--- config.mk ---
export PLATFORM = sky130hd
export DESIGN_NAME = mem_stage
export DESIGN_NICKNAME = d
export VERILOG_FILES = /design/src/rtl/mem_stage_pkg.sv /design/src/rtl/mem_lane_align.sv /design/src/rtl/mem_stage.sv
export SDC_FILE = /design/constraint.sdc
export NUM_CORES = 1
export LEC_CHECK = 0
export BUFFER_PORTS_ARGS = -buffer_cell sky130_fd_sc_hd__buf_2
export CAP_MARGIN = 10
export CELL_PAD_IN_SITES_DETAIL_PLACEMENT = 0
export CELL_PAD_IN_SITES_GLOBAL_PLACEMENT = 2
export CORE_AREA = 2 2 195 197
export DETAILED_ROUTE_END_ITERATION = 8
export DIE_AREA = 0 0 197 199
export PLACE_DENSITY = 0.78
export RECOVER_POWER = 100
export SYNTH_ARGS = -nofsm -noshare
export SYNTH_HDL_FRONTEND = slang
export SYNTH_SLANG_ARGS = --single-unit
--- constraint.sdc ---
create_clock -name clk -period 6.2 [get_ports clk]
set_clock_uncertainty 0.05 [all_clocks]
set_input_delay 1.24 -clock clk [delete_from_list [all_inputs] [get_ports clk]]
set_output_delay 1.24 -clock clk [all_outputs]
set_load 0.01 [all_outputs]
--- src/rtl/mem_stage_pkg.sv ---
// Shared encodings for the memory stage: writeback sources, access sizes, FSM states.
// Bit numbering in the interface is descending: addr[1:0] is the byte offset within a word.
package mem_stage_pkg;

  localparam logic [1:0] DIN_ALU = 2'd0;
  localparam logic [1:0] DIN_FPU = 2'd1;
  localparam logic [1:0] DIN_MEM = 2'd2;
  localparam logic [1:0] DIN_PC  = 2'd3;

  localparam logic [1:0] SZ_BYTE = 2'd0;
  localparam logic [1:0] SZ_HALF = 2'd1;
  localparam logic [1:0] SZ_WORD = 2'd2;
  localparam logic [1:0] SZ_RSVD = 2'd3;

  localparam logic [1:0] ST_IDLE   = 2'd0;
  localparam logic [1:0] ST_ACCESS = 2'd1;
  localparam logic [1:0] ST_HOLD   = 2'd2;

  function automatic logic is_mem_op(input logic [1:0] src, input logic we);
    return (src == DIN_MEM) | we;
  endfunction

  function automatic logic is_misaligned(input logic [1:0] size, input logic [1:0] lo);
    case (size)
      SZ_BYTE: return 1'b0;
      SZ_HALF: return lo[0];
      SZ_WORD: return |lo;
      default: return 1'b1;
    endcase
  endfunction

endpackage

--- src/rtl/mem_lane_align.sv ---
// Big-endian lane steering: replicates store data into lanes with byte enables,
// and extracts/extends load data. Lane 0 is the most significant byte.
module mem_lane_align
  import mem_stage_pkg::*;
(
  input  logic [1:0]  size,
  input  logic [1:0]  lane,
  input  logic        ext,
  input  logic [31:0] reg_b,
  input  logic [31:0] rdata,
  output logic [31:0] wdata,
  output logic [3:0]  byte_en,
  output logic [31:0] load_data
);

  logic [7:0]  ld_byte;
  logic [15:0] ld_half;

  always_comb begin
    wdata   = 32'h0;
    byte_en = 4'b0000;
    case (size)
      SZ_BYTE: begin
        wdata   = {4{reg_b[7:0]}};
        byte_en = 4'b1000 >> lane;
      end
      SZ_HALF: begin
        wdata   = {2{reg_b[15:0]}};
        byte_en = lane[1] ? 4'b0011 : 4'b1100;
      end
      SZ_WORD: begin
        wdata   = reg_b;
        byte_en = 4'b1111;
      end
      default: ;
    endcase
  end

  // Lane 0 sits in the top byte, so the shift amount is the inverted lane index.
  always_comb begin
    ld_byte   = rdata[{~lane, 3'b000} +: 8];
    ld_half   = lane[1] ? rdata[15:0] : rdata[31:16];
    load_data = 32'h0;
    case (size)
      SZ_BYTE: load_data = {{24{ext & ld_byte[7]}}, ld_byte};
      SZ_HALF: load_data = {{16{ext & ld_half[15]}}, ld_half};
      SZ_WORD: load_data = rdata;
      default: load_data = 32'h0;
    endcase
  end

endmodule

--- src/rtl/mem_stage.sv ---
// Memory pipeline stage: latches the execute bundle, runs one req/ack data-memory access,
// and freezes upstream via StallOut until the ack; a late freeze parks load data in hold_buf.
module mem_stage
  import mem_stage_pkg::*;
#(
  parameter int ADDR_W = 32,
  parameter int DATA_W = 32
) (
  input  logic              clk,
  input  logic              reset,
  input  logic              stall,
  input  logic [31:0]       NextALUOut,
  input  logic [31:0]       NextFPUOut,
  input  logic [DATA_W-1:0] NextRegB,
  input  logic [31:0]       NextPCPlusFour,
  input  logic [1:0]        NextDInSrc,
  input  logic              NextRegWE,
  input  logic [5:0]        NextRegWAddr,
  input  logic [1:0]        NextMEMSize,
  input  logic              NextMEMWE,
  input  logic              NextExtMEM,
  output logic [ADDR_W-1:0] DMemAddr,
  output logic [DATA_W-1:0] DMemWData,
  output logic [3:0]        DMemByteEn,
  output logic              DMemReq,
  output logic              DMemWE,
  input  logic [DATA_W-1:0] DMemRData,
  input  logic              DMemAck,
  output logic              StallOut,
  output logic              MisalignFault,
  output logic [31:0]       MemData,
  output logic [DATA_W-1:0] LoadData,
  output logic [31:0]       ALUOut,
  output logic [31:0]       FPUOut,
  output logic [31:0]       PCPlusFour,
  output logic [1:0]        DInSrc,
  output logic              RegWE,
  output logic [5:0]        RegWAddr
);

  logic [31:0]       alu_out, fpu_out, pc4;
  logic [DATA_W-1:0] reg_b, hold_buf;
  logic [1:0]        din_src, mem_size, state, state_nxt;
  logic              reg_we, mem_we, ext_mem;
  logic [5:0]        reg_waddr;

  logic              cap_en, in_access, mem_op, fault, access_ok, park;
  logic [DATA_W-1:0] wdata, load_ext;
  logic [3:0]        byte_en;

  assign in_access = (state == ST_ACCESS);
  assign StallOut  = in_access & ~DMemAck;
  assign cap_en    = ~stall & ~StallOut;
  assign park      = in_access & DMemAck & stall;

  always_comb begin
    state_nxt = state;
    if (cap_en)
      state_nxt = (is_mem_op(NextDInSrc, NextMEMWE) &
                   ~is_misaligned(NextMEMSize, NextALUOut[1:0])) ? ST_ACCESS : ST_IDLE;
    else if (park)
      state_nxt = ST_HOLD;
  end

  always_ff @(posedge clk or posedge reset) begin
    if (reset) begin
      alu_out   <= '0;
      fpu_out   <= '0;
      reg_b     <= '0;
      pc4       <= '0;
      din_src   <= '0;
      reg_we    <= 1'b0;
      reg_waddr <= '0;
      mem_size  <= '0;
      mem_we    <= 1'b0;
      ext_mem   <= 1'b0;
      state     <= ST_IDLE;
      hold_buf  <= '0;
    end else begin
      state <= state_nxt;
      if (park)
        hold_buf <= load_ext;
      if (cap_en) begin
        alu_out   <= NextALUOut;
        fpu_out   <= NextFPUOut;
        reg_b     <= NextRegB;
        pc4       <= NextPCPlusFour;
        din_src   <= NextDInSrc;
        reg_we    <= NextRegWE;
        reg_waddr <= NextRegWAddr;
        mem_size  <= NextMEMSize;
        mem_we    <= NextMEMWE;
        ext_mem   <= NextExtMEM;
      end
    end
  end

  mem_lane_align u_align (
    .size      (mem_size),
    .lane      (alu_out[1:0]),
    .ext       (ext_mem),
    .reg_b     (reg_b),
    .rdata     (DMemRData),
    .wdata     (wdata),
    .byte_en   (byte_en),
    .load_data (load_ext)
  );

  assign mem_op        = is_mem_op(din_src, mem_we);
  assign fault         = is_misaligned(mem_size, alu_out[1:0]);
  assign access_ok     = mem_op & ~fault;
  assign MisalignFault = mem_op & fault;

  // Faulting ops never reach ACCESS, so the request needs no separate fault gate.
  assign DMemReq    = in_access;
  assign DMemAddr   = {alu_out[ADDR_W-1:2], 2'b00};
  assign DMemByteEn = access_ok ? byte_en : 4'b0000;
  assign DMemWE     = mem_we & ~fault;
  assign DMemWData  = DMemWE ? wdata : '0;

  always_comb begin
    case (state)
      ST_ACCESS: LoadData = load_ext;
      ST_HOLD:   LoadData = hold_buf;
      default:   LoadData = '0;
    endcase
  end

  always_comb begin
    case (din_src)
      DIN_FPU: MemData = fpu_out;
      DIN_PC:  MemData = pc4;
      default: MemData = alu_out;
    endcase
  end

  assign ALUOut     = alu_out;
  assign FPUOut     = fpu_out;
  assign PCPlusFour = pc4;
  assign DInSrc     = din_src;
  assign RegWAddr   = reg_waddr;
  assign RegWE      = reg_we & ~StallOut & ~MisalignFault;

endmodule

# Yosys cells after proc, flatten, opt, wreduce, memory -nomap -nowiden
# Index checks and enable logic that the tools add are counted.
# W data, S select, Z words.
[totals]
reg_bits = 175
input_bits = 177
out_inout_bits = 241
wordCells = 65
[op_classes]
n_eq_ne = 10
shift = 2
mux = 15
bitwise = 21
n_reduce_logical = 5
[op_table]
columns = ["cell", "n"]
rows = [
  ["$pmux W32 S3", 2],
  ["$pmux W32 S2", 2],
  ["$mux W32", 1],
  ["$shiftx A32 B6 Y8", 1],
  ["$mux W16", 1],
  ["$and A1 B1 Y1", 12],
  ["$eq A2 B2 Y1 const B", 6],
  ["$pmux W4 S3", 1],
  ["$eq A2 B1 Y1 const B", 4],
  ["$mux W4", 2],
  ["$not A1 Y1", 6],
  ["$pmux W1 S3", 2],
  ["$logic_not A2 Y1", 2],
  ["$mux W2", 2],
  ["$reduce_or A2 Y1", 2],
  ["$shr A4 B2 Y4 const A", 1],
  ["$mux W1", 2],
  ["$not A2 Y2", 1],
  ["$or A1 B1 Y1", 2],
  ["$reduce_bool A2 Y1", 1],
]

# Longest topological paths before layout
# Gate-level depths: netlist (run 1).
[logic_depth]
depth_word = 9
depth_mapped = 10

# Hierarchy
# Synthesis (run 1) repeated with hierarchy kept, for this count alone.
[hier_totals]
cells_unflattened = 826
area_unflattened_um2 = 9775.6
[modules_own_cells]
columns = ["module", "n_inst", "cells_per_inst", "area_per_inst_um2"]
rows = [
  ["mem_stage", 1, 652, 8675.8],
  ["mem_lane_align", 1, 174, 1099.8],
]

# Worst setup path before layout (run 1)
# No wires, ideal clock.
[synth_path]
kind = "input to output"
start = "input DMemRData[7]"
end = "output LoadData[27]"
t_arrival_ns = 2.298
path_slack_ns = 2.612
stages = 5
n_path_buf = 1
cell_sequence = "mux4_2 or2_4 nand3_4 buf_6 a311oi_1"
[synth_between]
elab_chain_cells = 4
[synth_lines]
columns = ["element", "line", "text"]
rows = [
  ["from (decl)", "mem_stage.sv:27", "input logic [DATA_W-1:0] DMemRData,"],
  ["$shiftx A32 B6 Y8", "mem_lane_align.sv:41", "ld_byte = rdata[{~lane, 3'b000} +: 8];"],
  ["$and A1 B1 Y1", "mem_lane_align.sv:45", "SZ_BYTE: load_data = {{24{ext & ld_byte[7]}}, ld_byte};"],
  ["$pmux W32 S3", "mem_lane_align.sv:44", "case (size)"],
  ["$pmux W32 S2", "mem_stage.sv:122", "case (state)"],
  ["to (decl)", "mem_stage.sv:32", "output logic [DATA_W-1:0] LoadData,"],
]
# Every way passes these cells.

# Final worst setup path (run 1)
[layout_path]
start = "register alu_out[1], in the netlist ALUOut[1]"
end = "output LoadData[30]"
[layout_between]
elab_chain_cells = 5
word_cells_on_any_way = 7
cone_classes = "1 x shift; 3 x mux; 3 x bitwise"
[layout_lines]
columns = ["element", "line", "text"]
rows = [
  ["from (decl)", "mem_stage.sv:41", "logic [31:0] alu_out, fpu_out, pc4;"],
  ["from (signal assigned)", "mem_stage.sv:84", "alu_out <= NextALUOut;"],
  ["$not A2 Y2", "mem_lane_align.sv:41", ""],
  ["$shiftx A32 B6 Y8", "mem_lane_align.sv:41", ""],
  ["$and A1 B1 Y1", "mem_lane_align.sv:45", ""],
  ["$pmux W32 S3 *", "mem_lane_align.sv:44", ""],
  ["$pmux W32 S2 *", "mem_stage.sv:122", ""],
]
# Every way passes the cells marked *; elsewhere a longest branch is shown, timed or not.

==> flow_summary.yaml, run 1 <==
timing:
  shortest_clock_period_the_worst_path_allows_after_layout_ps: 5090
  slew_headroom: -1.31
  hold_viol_final: 0
  post-route-period-util: 0.822
  worst_slew_pin_slew_ps: 3440
  achievable-frequency_mhz: 196
  rsz0062_at_grt: "no"
  final-max-slew-violation-count: 224
  setup_violations: 0
  timing.setup.tns_ps: 0
global_route:
  globalRouteTotalUtil: 0.167
  grt_first_pass_wirelength_um: 49500
  grt_antenna_before_repair: 1
  grt_start_max_net_pins: 71
  via_count_of_the_first_global_routing_pass: 7929
  global_route.overflow_total: 0
setup_path:
  worst_r2r_path_depth: 6
  crit_slowest_cell: "dfrtp_1"
  setup.reg_to_reg.worst_slack_ps: 1450
  cp_launch_type: "flop"
  timing.critical_path.fanout_max: 32
  cp-startpoint: "ALUOut[1]"
  crit_reg_reg_endpoint: "FPUOut[21]"
  timing.critical_path.slowest_cell_delay_ps: 1010
  critPathCapture: "LoadData[30]"
  crit_required_ps: 4910
  criticalPathCategory: "flop to output pin"
  setup.worst_path.end_class: "output pin"
  arrival_ps: 3800
  series_of_cell_instances_along_the_critical_path: "mux4_2 -> or2_0 -> nand3_1 -> a311oi_1 -> clkbuf_1"
  crit-reg2reg-launch: "state[0]"
routing:
  detail-route-antenna-nets: 0
  routed-via-count: 8088
  finalWirelength_um: 33300
  route.met2.wl_um: 16300
  post_route_met1_wirelength_um: 14300
  drt-vias-per-instance: 4.75
  top_layer: "met4"
  detail_route.drc_violations: 0
  drt-wirelength-per-cell_um: 19.6
  detailedRoute.firstIterationViolations: 334
  detailedRoute.firstPassIterationCount: 5
  route.met3.wl_um: 2320
cts:
  numClockSinks: 175
  post_cts_hold_buffers: 0
  tritoncts_clock_tree: "yes"
  cts_root_buffer: "clkbuf_16"
  cts_inserted_buffers: 17
  clk_latency_ps: 440
  postCtsSetupBuffers: 0
  cts_repair_resize_count: 0
  clkTransAtPathRegs_ps: 70
  cts_max_path_buffers: 2
  cts-htree-levels: 4
cells_and_area:
  fin_util: 0.314
  drive_gt1_frac: 0.303
  most_common_library_cell_in_the_layout_ignoring_fill_and_taps: "clkbuf_1"
  layout.cells.most_common_list: "clkbuf_1 (239), buf_2 (183), dfrtp_1 (174)"
  layout.nets: 1393
  layout-area-overhead-vs-synth_pct: 26.5
logic_synthesis:
  synth-seq-area-share: 0.475
  synth.ff_latch_count: 175
  synth_cells: 866
  async_flop_share: 1.00
  synth-edff-count: 0
  synth.yosys.warnings: 0
  syn_area_mm2: 0.00921
  syn_avg_cell_area_um2: 10.6
  synth_top_flop_cell: "dfrtp_1"
  ys_types: 47
hold_path:
  hp-class: "flop to flop"
floorplan:
  placeableCoreArea_mm2: 0.0371
  ios: 418
  rows: 71
  chipHeight_um: 199
  effective_utilization_at_floorplan: 0.248
  die_w_um: 197
  die_area_mm2: 0.0392
run_status:
  outcome: "finished, violations left"
  failing_checks: "max-capacitance violations, max-slew violations"
pwr:
  vdd.ir_drop.worst_mv: 0.190
  leakagePower_uw: 0.00486
  power_density_mw_per_mm2: 327
placement:
  place.gp.congestion: 0.785
  input_output_buffers: 415
  place.detailed.hpwl_um: 24800
run:
  cap_viol_max_count: 4
-- Yosys cell counts, types with 2 or more instances --
master     number  area share
dfrtp_1       175        0.48
mux2_2        143        0.17
a21oi_1        81       0.044
nor2_1         80       0.033
nand2_1        72       0.029
mux2i_1        41       0.045
buf_4          38       0.031
clkbuf_1       34       0.014
buf_2          23       0.012
a311oi_1       20       0.019
o21a_1         18       0.015
a31oi_1        16       0.011
o21ai_0        16      0.0087
a22oi_1        12      0.0098
nor2b_1        12      0.0082
a211oi_1        9      0.0073
and3_1          9      0.0061
o31ai_1         8      0.0065
a2bb2oi_1       7      0.0067
inv_1           6      0.0024
a221oi_1        4      0.0038
a222oi_1        4      0.0043
buf_6           4      0.0049
buf_1           3      0.0012
nand2b_1        3      0.0020
nand3b_1        3      0.0024
ha_1            2      0.0027
nor2_2          2      0.0014
nor3_1          2      0.0011
o22ai_1         2      0.0014
-- registers in the layout, summed over array words and instances, names as in the netlist --
signal and flops:
reg_b 32, hold_buf 32, RegWAddr 6, mem_size 2, ALUOut 32, FPUOut 32
reg_we 1, ext_mem 1, PCPlusFour 32, mem_we 1, state 2, DInSrc 2
-- routing by layer --
layer / up-vias / GRT usage
met1: 3977 / 0.214
met4: 0 / 0.0409
met3: 26 / 0.0536
li1: 3777 / -
met2: 308 / 0.275
met5: - / 0
-- worst max-delay path, delay by kind of cell, from the launching register on --
kind            cells  cell delay, ps
simple gates        2            1140
flops               1            1010
compound gates      1             600
mux                 1             400
buf+inv             1             190
-- final cells by class --
| cell class | instances | area (µm²) |
|---|---|---|
| Inverter | 7 | 27.5 |
| Fill cell | 4054 | 25500 |
| Tap cell | 474 | 593 |
| Clock buffer | 21 | 470 |
| Sequential cell | 175 | 4380 |
| Clock inverter | 10 | 103 |
| Antenna cell | 1 | 2.50 |
| Multi-Input combinational cell | 583 | 4200 |
| Timing Repair Buffer | 430 | 1870 |
-- kinds of logic (layout without fill, tap and decap cells) --
family	count (synthesis)	count (layout)	synth area share
compound gates	202	202	0.141
simple gates	191	191	0.0909
mux	185	185	0.222
flops	175	175	0.475
buf+inv	109	468	0.0663
fa+ha+maj	2	2	0.00272
other cells	1	3	0.000407
xor+xnor	1	1	0.000951
-- through the flow --
stage               power, µW  std cells  hold slack, ps  setup WS [ps]  instance area (µm²)
global route             4070       1700             458            748                11600
finish                   3810       1701             432           1110                11700
global placement         2820       1667             410           2210                11400
floorplan                2350        867             398            165                 9210
detailed placement       2830       1667             417           2170                11400
CTS                      3940       1698             432           1690                12000
-- how the worst min path moves through the flow --
stage | from | depth (start not counted) | slack, ps | to
detailed placement | hold_buf[10] | 2 | 420 | hold_buf[10]
global route | hold_buf[8] | 2 | 460 | hold_buf[8]
CTS | hold_buf[10] | 2 | 430 | hold_buf[10]
floorplan | hold_buf[10] | 2 | 400 | hold_buf[10]
global placement | hold_buf[9] | 2 | 410 | hold_buf[9]
finish | hold_buf[15] | 2 | 430 | hold_buf[15]
-- where the power goes --
part           internal (µW)  total, µW  switching, µW
registers               1380       1590            213
logic                    468       1140            673
clock network            591       1080            493
(Power assumes the default switching activity.)
==> inputs of run 2 (changes only) <==
- clock period: 6.2 -> 4.6 ns (I/O delays scaled with it)
==> run 2 against run 1 <==
  * The run still ends with max-capacitance violations, max-slew violations left
  * Power grew 37%
  * Highest routed layer unchanged
  * Clock power grew 41%
  * Critical path type unchanged
  * Routed wire length shrank 1.3%
  * Global-route usage is essentially flat
  * Non-clock buffer count grew 3
  * Sequential power grew 35%
  * Largest cell class unchanged
==> flow_summary.yaml, run 2 (synthesis gave the netlist of run 1 again) <==
setup_path:
  timing.critical_path.fanout_max: 17
  crit_slowest_cell: "nor2_1"
  timing.critical_path.slowest_cell_delay_ps: 690
  critical_path_buf_inv_count: 2
  critPathTopFamily: "compound AO/OA/AOI/OAI gates"
  setup.worst_path.end_class: "output pin"
  series_of_cell_instances_along_the_critical_path: "nor2_1 -> o21bai_1 -> clkbuf_1 -> a221oi_1 -> o21ai_0 -> clkbuf_1"
  crit_required_ps: 3630
  cp_launch_type: "flop"
  criticalPathCategory: "flop to output pin"
  timing.critical_path.mode_cell: "clkbuf_1"
  arrival_ps: 2950
routing:
  drt-vias-per-instance: 4.73
  detailedRoute.firstPassIterationCount: 5
  detailedRoute.firstIterationViolations: 287
  detail-route-antenna-nets: 0
  finalWirelength_um: 32900
  routed-via-count: 8073
  drt-wirelength-per-cell_um: 19.2
  detail_route.drc_violations: 0
timing:
  hold_viol_final: 0
  final.setup.worst_slack_ps: 676
  timing.setup.tns_ps: 0
  achievable-frequency_mhz: 255
  shortest_clock_period_the_worst_path_allows_after_layout_ps: 3920
  rsz0062_at_grt: "no"
  setup_violations: 0
  slew_headroom: -0.798
  post-route-period-util: 0.853
  worst_slew_pin_slew_ps: 2700
  final-max-slew-violation-count: 268
run_status:
  failing_checks: "max-capacitance violations, max-slew violations"
  outcome: "finished, violations left"
cts:
  postCtsSetupBuffers: 0
  cts_max_path_buffers: 2
  cts_inserted_buffers: 17
  cts_repair_resize_count: 0
  post_cts_hold_buffers: 0
  cts-htree-levels: 4
  cts_root_buffer: "clkbuf_16"
  numClockSinks: 175
  clkTransAtPathRegs_ps: 70
  clk_latency_ps: 450
  tritoncts_clock_tree: "yes"
cells_and_area:
  area_of_the_multi_input_gates_mm2: 0.00422
  layout.nets: 1396
  drive_gt1_frac: 0.310
  layout.cells.most_common_list: "clkbuf_1 (233), buf_2 (188), dfrtp_1 (174)"
  layout.area.seq_mm2: 0.00438
  fill_cells: 4024
  layout-area-overhead-vs-synth_pct: 27.5
  most_common_library_cell_in_the_layout_ignoring_fill_and_taps: "clkbuf_1"
floorplan:
  die_area_mm2: 0.0392
  die_w_um: 197
  effective_utilization_at_floorplan: 0.248
  chipHeight_um: 199
  ios: 418
  rows: 71
  placeableCoreArea_mm2: 0.0371
placement:
  pre_cts_slack_ps: 1210
  place.detailed.hpwl_um: 24700
  place.gp.congestion: 0.819
  input_output_buffers: 415
global_route:
  grt_antenna_before_repair: 5
  globalRouteTotalUtil: 0.167
  global_route.overflow_total: 0
  grt_first_pass_wirelength_um: 49300
  grt_start_max_net_pins: 90
  via_count_of_the_first_global_routing_pass: 8123
pwr:
  leakagePower_uw: 0.00492
  power_density_mw_per_mm2: 444
  vdd.ir_drop.worst_mv: 0.263
run:
  cap_viol_max_count: 4
hold_path:
  hp-class: "flop to flop"
## run 2: tightest hold or removal path: stages (launching register included)
cell and delay (ps):
dfrtp_1 340, nand2_1 50, o31ai_1 50
## run 2: worst paths after layout
kind                            depth (start not counted)             end         start  slack [ps]
max in group asynchronous                               3       DInSrc[0]         reset        1300
worst max-delay path                                    6     LoadData[6]   mem_size[0]         680
min in group asynchronous                               3       ALUOut[4]         reset        1240
worst max register to register                          7  PCPlusFour[23]      state[1]        1060
worst min register to register                          2    hold_buf[12]  hold_buf[12]         430
worst min-delay path                                    2    hold_buf[12]  hold_buf[12]         430
## run 2: per-stage QoR
step	util	cell area (µm²)	std cells	hold slack, ps	power [µW]
after detailed placement	0.309	11500	1671	417	3820
after global routing	0.316	11700	1708	461	5550
after global placement	0.309	11500	1671	411	3800
final	0.316	11700	1708	428	5210
after CTS	0.325	12100	1703	432	5380
after floorplan	-	9220	867	398	3170
## run 2: metal layers
layer  vias up  track usage  wire length [µm]
met2       325        0.281             16200
li1       3797            -                 -
met1      3914        0.203             13700
met4         0       0.0618               706
met3        37       0.0471              2280
met5         -            0                 0
## run 2: where the power goes
part	switching, µW	internal (µW)
clock	701	820
combinational	908	644
sequential	281	1850
total	1890	3320
## run 2: area by class of cell
type,count,area share
clock buffer,17,0.0362
clock inverter,15,0.0151
tap,474,0.0505
antenna,4,0.000853
timing repair buffer,433,0.162
inverter,7,0.00234
multi-input combinational,583,0.360
sequential,175,0.373
==> inputs of run 3 (changes only) <==
- CORE_AREA: 2 2 195 197 -> 2 2 185 187
- DIE_AREA: 0 0 197 199 -> 0 0 187 189
- PLACE_DENSITY: 0.78 -> 0.82
- clock period: 4.6 -> 3.9 ns (I/O delays scaled with it)
==> run 3 against run 2 <==
  * The flow still finishes with violations (max-capacitance violations, max-slew violations)
  * Flip-flop and latch count unchanged
  * Sequential share of layout area about the same
  * Non-clock buffer count increased by 8
  * Power increased by 16%
==> flow_summary.yaml, run 3 (synthesis gave the netlist of run 1 again) <==
run_status:
  outcome: "finished, violations left"
  failing_checks: "max-capacitance violations, max-slew violations"
global_route:
  groute.layer.met1.usage: 0.225
  met2_usage: 0.314
  global_route.overflow_total: 0
  grt_antenna_before_repair: 4
  grt_first_pass_wirelength_um: 49500
  grtUsageMet3: 0.0458
  globalRouteTotalUtil: 0.182
  grt_start_max_net_pins: 63
  via_count_of_the_first_global_routing_pass: 8283
  gr-max-usage-layer: "met2"
routing:
  finalWirelength_um: 32500
  drt-wirelength-per-cell_um: 19.3
  routed-via-count: 8057
  detail-route-antenna-nets: 0
  detailedRoute.firstPassIterationCount: 5
  detail_route.drc_violations: 0
  drt-vias-per-instance: 4.77
  detailedRoute.firstIterationViolations: 440
setup_path:
  critPathTopFamily: "simple AND/OR/NAND/NOR gates"
  setup.worst_path.end_class: "output pin"
  arrival_ps: 2700
  cp_launch_type: "flop"
  crit-reg2reg-launch: "state[1]"
  setup.reg_to_reg.worst_slack_ps: 550
  critical_path_buf_inv_count: 1
  timing.critical_path.slowest_cell_delay_ps: 660
  criticalPathCategory: "flop to output pin"
  worst_r2r_path_depth: 7
  crit_reg_reg_endpoint: "ALUOut[19]"
  timing.critical_path.fanout_max: 24
  crit_slowest_cell: "dfrtp_1"
  crit_required_ps: 3070
  series_of_cell_instances_along_the_critical_path: "or3_1 -> nor2_1 -> nand2_1 -> a311oi_1 -> clkbuf_1"
placement:
  place.detailed.hpwl_um: 25000
  dpl_cell_area_mm2: 0.0115
  place.gp.congestion: 0.814
  dp.cells: 1654
  input_output_buffers: 415
cells_and_area:
  layout.cells.most_common_list: "clkbuf_1 (234), buf_2 (188), dfrtp_1 (175)"
  layout.cell_area.non_filler_mm2: 0.0117
  drive_gt1_frac: 0.311
  layout_cells_excl_fill: 1689
  layout-area-overhead-vs-synth_pct: 27.3
  most_common_library_cell_in_the_layout_ignoring_fill_and_taps: "clkbuf_1"
  layout.nets: 1404
timing:
  timing.setup.tns_ps: 0
  achievable-frequency_mhz: 283
  shortest_clock_period_the_worst_path_allows_after_layout_ps: 3530
  hold_viol_final: 0
  final-max-slew-violation-count: 35
  rsz0062_at_grt: "no"
  slew_headroom: -0.153
  setup_violations: 0
  worst_slew_pin_slew_ps: 1720
  post-route-period-util: 0.906
cts:
  cts_max_path_buffers: 2
  post_cts_hold_buffers: 0
  numClockSinks: 175
  cts_repair_resize_count: 0
  tritoncts_clock_tree: "yes"
  cts_inserted_buffers: 17
  clk_latency_ps: 430
  postCtsSetupBuffers: 0
  cts_root_buffer: "clkbuf_16"
  clkTransAtPathRegs_ps: 70
  cts-htree-levels: 4
pwr:
  vdd.ir_drop.worst_mv: 0.296
  power_density_mw_per_mm2: 514
  leakagePower_uw: 0.00493
run:
  cap_viol_max_count: 1
hold_path:
  whs_endpoint: "hold_buf[11]"
  worst_hold_startpoint: "hold_buf[11]"
  hp-class: "flop to flop"
  timing.hold.worst_path_depth: 2
floorplan:
  ios: 418
  die_w_um: 187
  rows: 67
  placeableCoreArea_mm2: 0.0333
  effective_utilization_at_floorplan: 0.277
  die_area_mm2: 0.0353
  chipHeight_um: 189
-- run 3: cell types whose count changed in the layout (fill, tap and decap cells not counted), moves of 2 or more --
| cell | delta |
|---|---|
| buf_12 | +2 |
| bufinv_16 | -2 |
| clkinvlp_4 | +2 |
| buf_4 | +7 |
| inv_8 | +2 |
-- run 3: tightest hold or removal path, stage by stage, from the launching register on --
cell and delay [ps]:
dfrtp_1 350, nand2_1 50, o31ai_1 60
-- run 3: cell type report --
cell class / instances / area [µm²]
Clock buffer: 18 / 429
Tap cell: 448 / 561
Fill cell: 3592 / 21600
Sequential cell: 175 / 4380
Multi-Input combinational cell: 583 / 4210
Timing Repair Buffer: 441 / 1980
Clock inverter: 14 / 125
Antenna cell: 3 / 7.51
Inverter: 7 / 27.5
-- run 3: worst max path at each step --
stage	end	cells after the start	startpoint	slack, ps
floorplan	ALUOut[0]	1	reset	830
global placement	LoadData[15]	6	DMemRData[15]	780
detailed placement	LoadData[15]	6	DMemRData[7]	800
CTS	LoadData[5]	5	mem_size[0]	450
global route	LoadData[0]	5	mem_size[0]	150
finish	LoadData[5]	5	mem_size[0]	370
-- run 3: per-stage QoR --
step	util	setup WS [ps]	hold WS [ps]	total power [µW]
after floorplan	-	831	398	3740
after global placement	0.346	779	410	4480
after detailed placement	0.346	804	420	4510
after CTS	0.363	448	437	6220
after global routing	0.352	147	461	6420
final	0.352	368	437	6020
-- run 3: where the power goes --
group | total (µW) | internal, µW | switching [µW]
Clock | 1670 | 844 | 830
Sequential | 2520 | 2190 | 337
Combinational | 1830 | 764 | 1060
-- run 3: metal layers --
layer / part of all wire / wire [µm]
met5: 0 / 0
met4: 0.017 / 569
met3: 0.060 / 1950
met2: 0.50 / 16400
met1: 0.42 / 13600
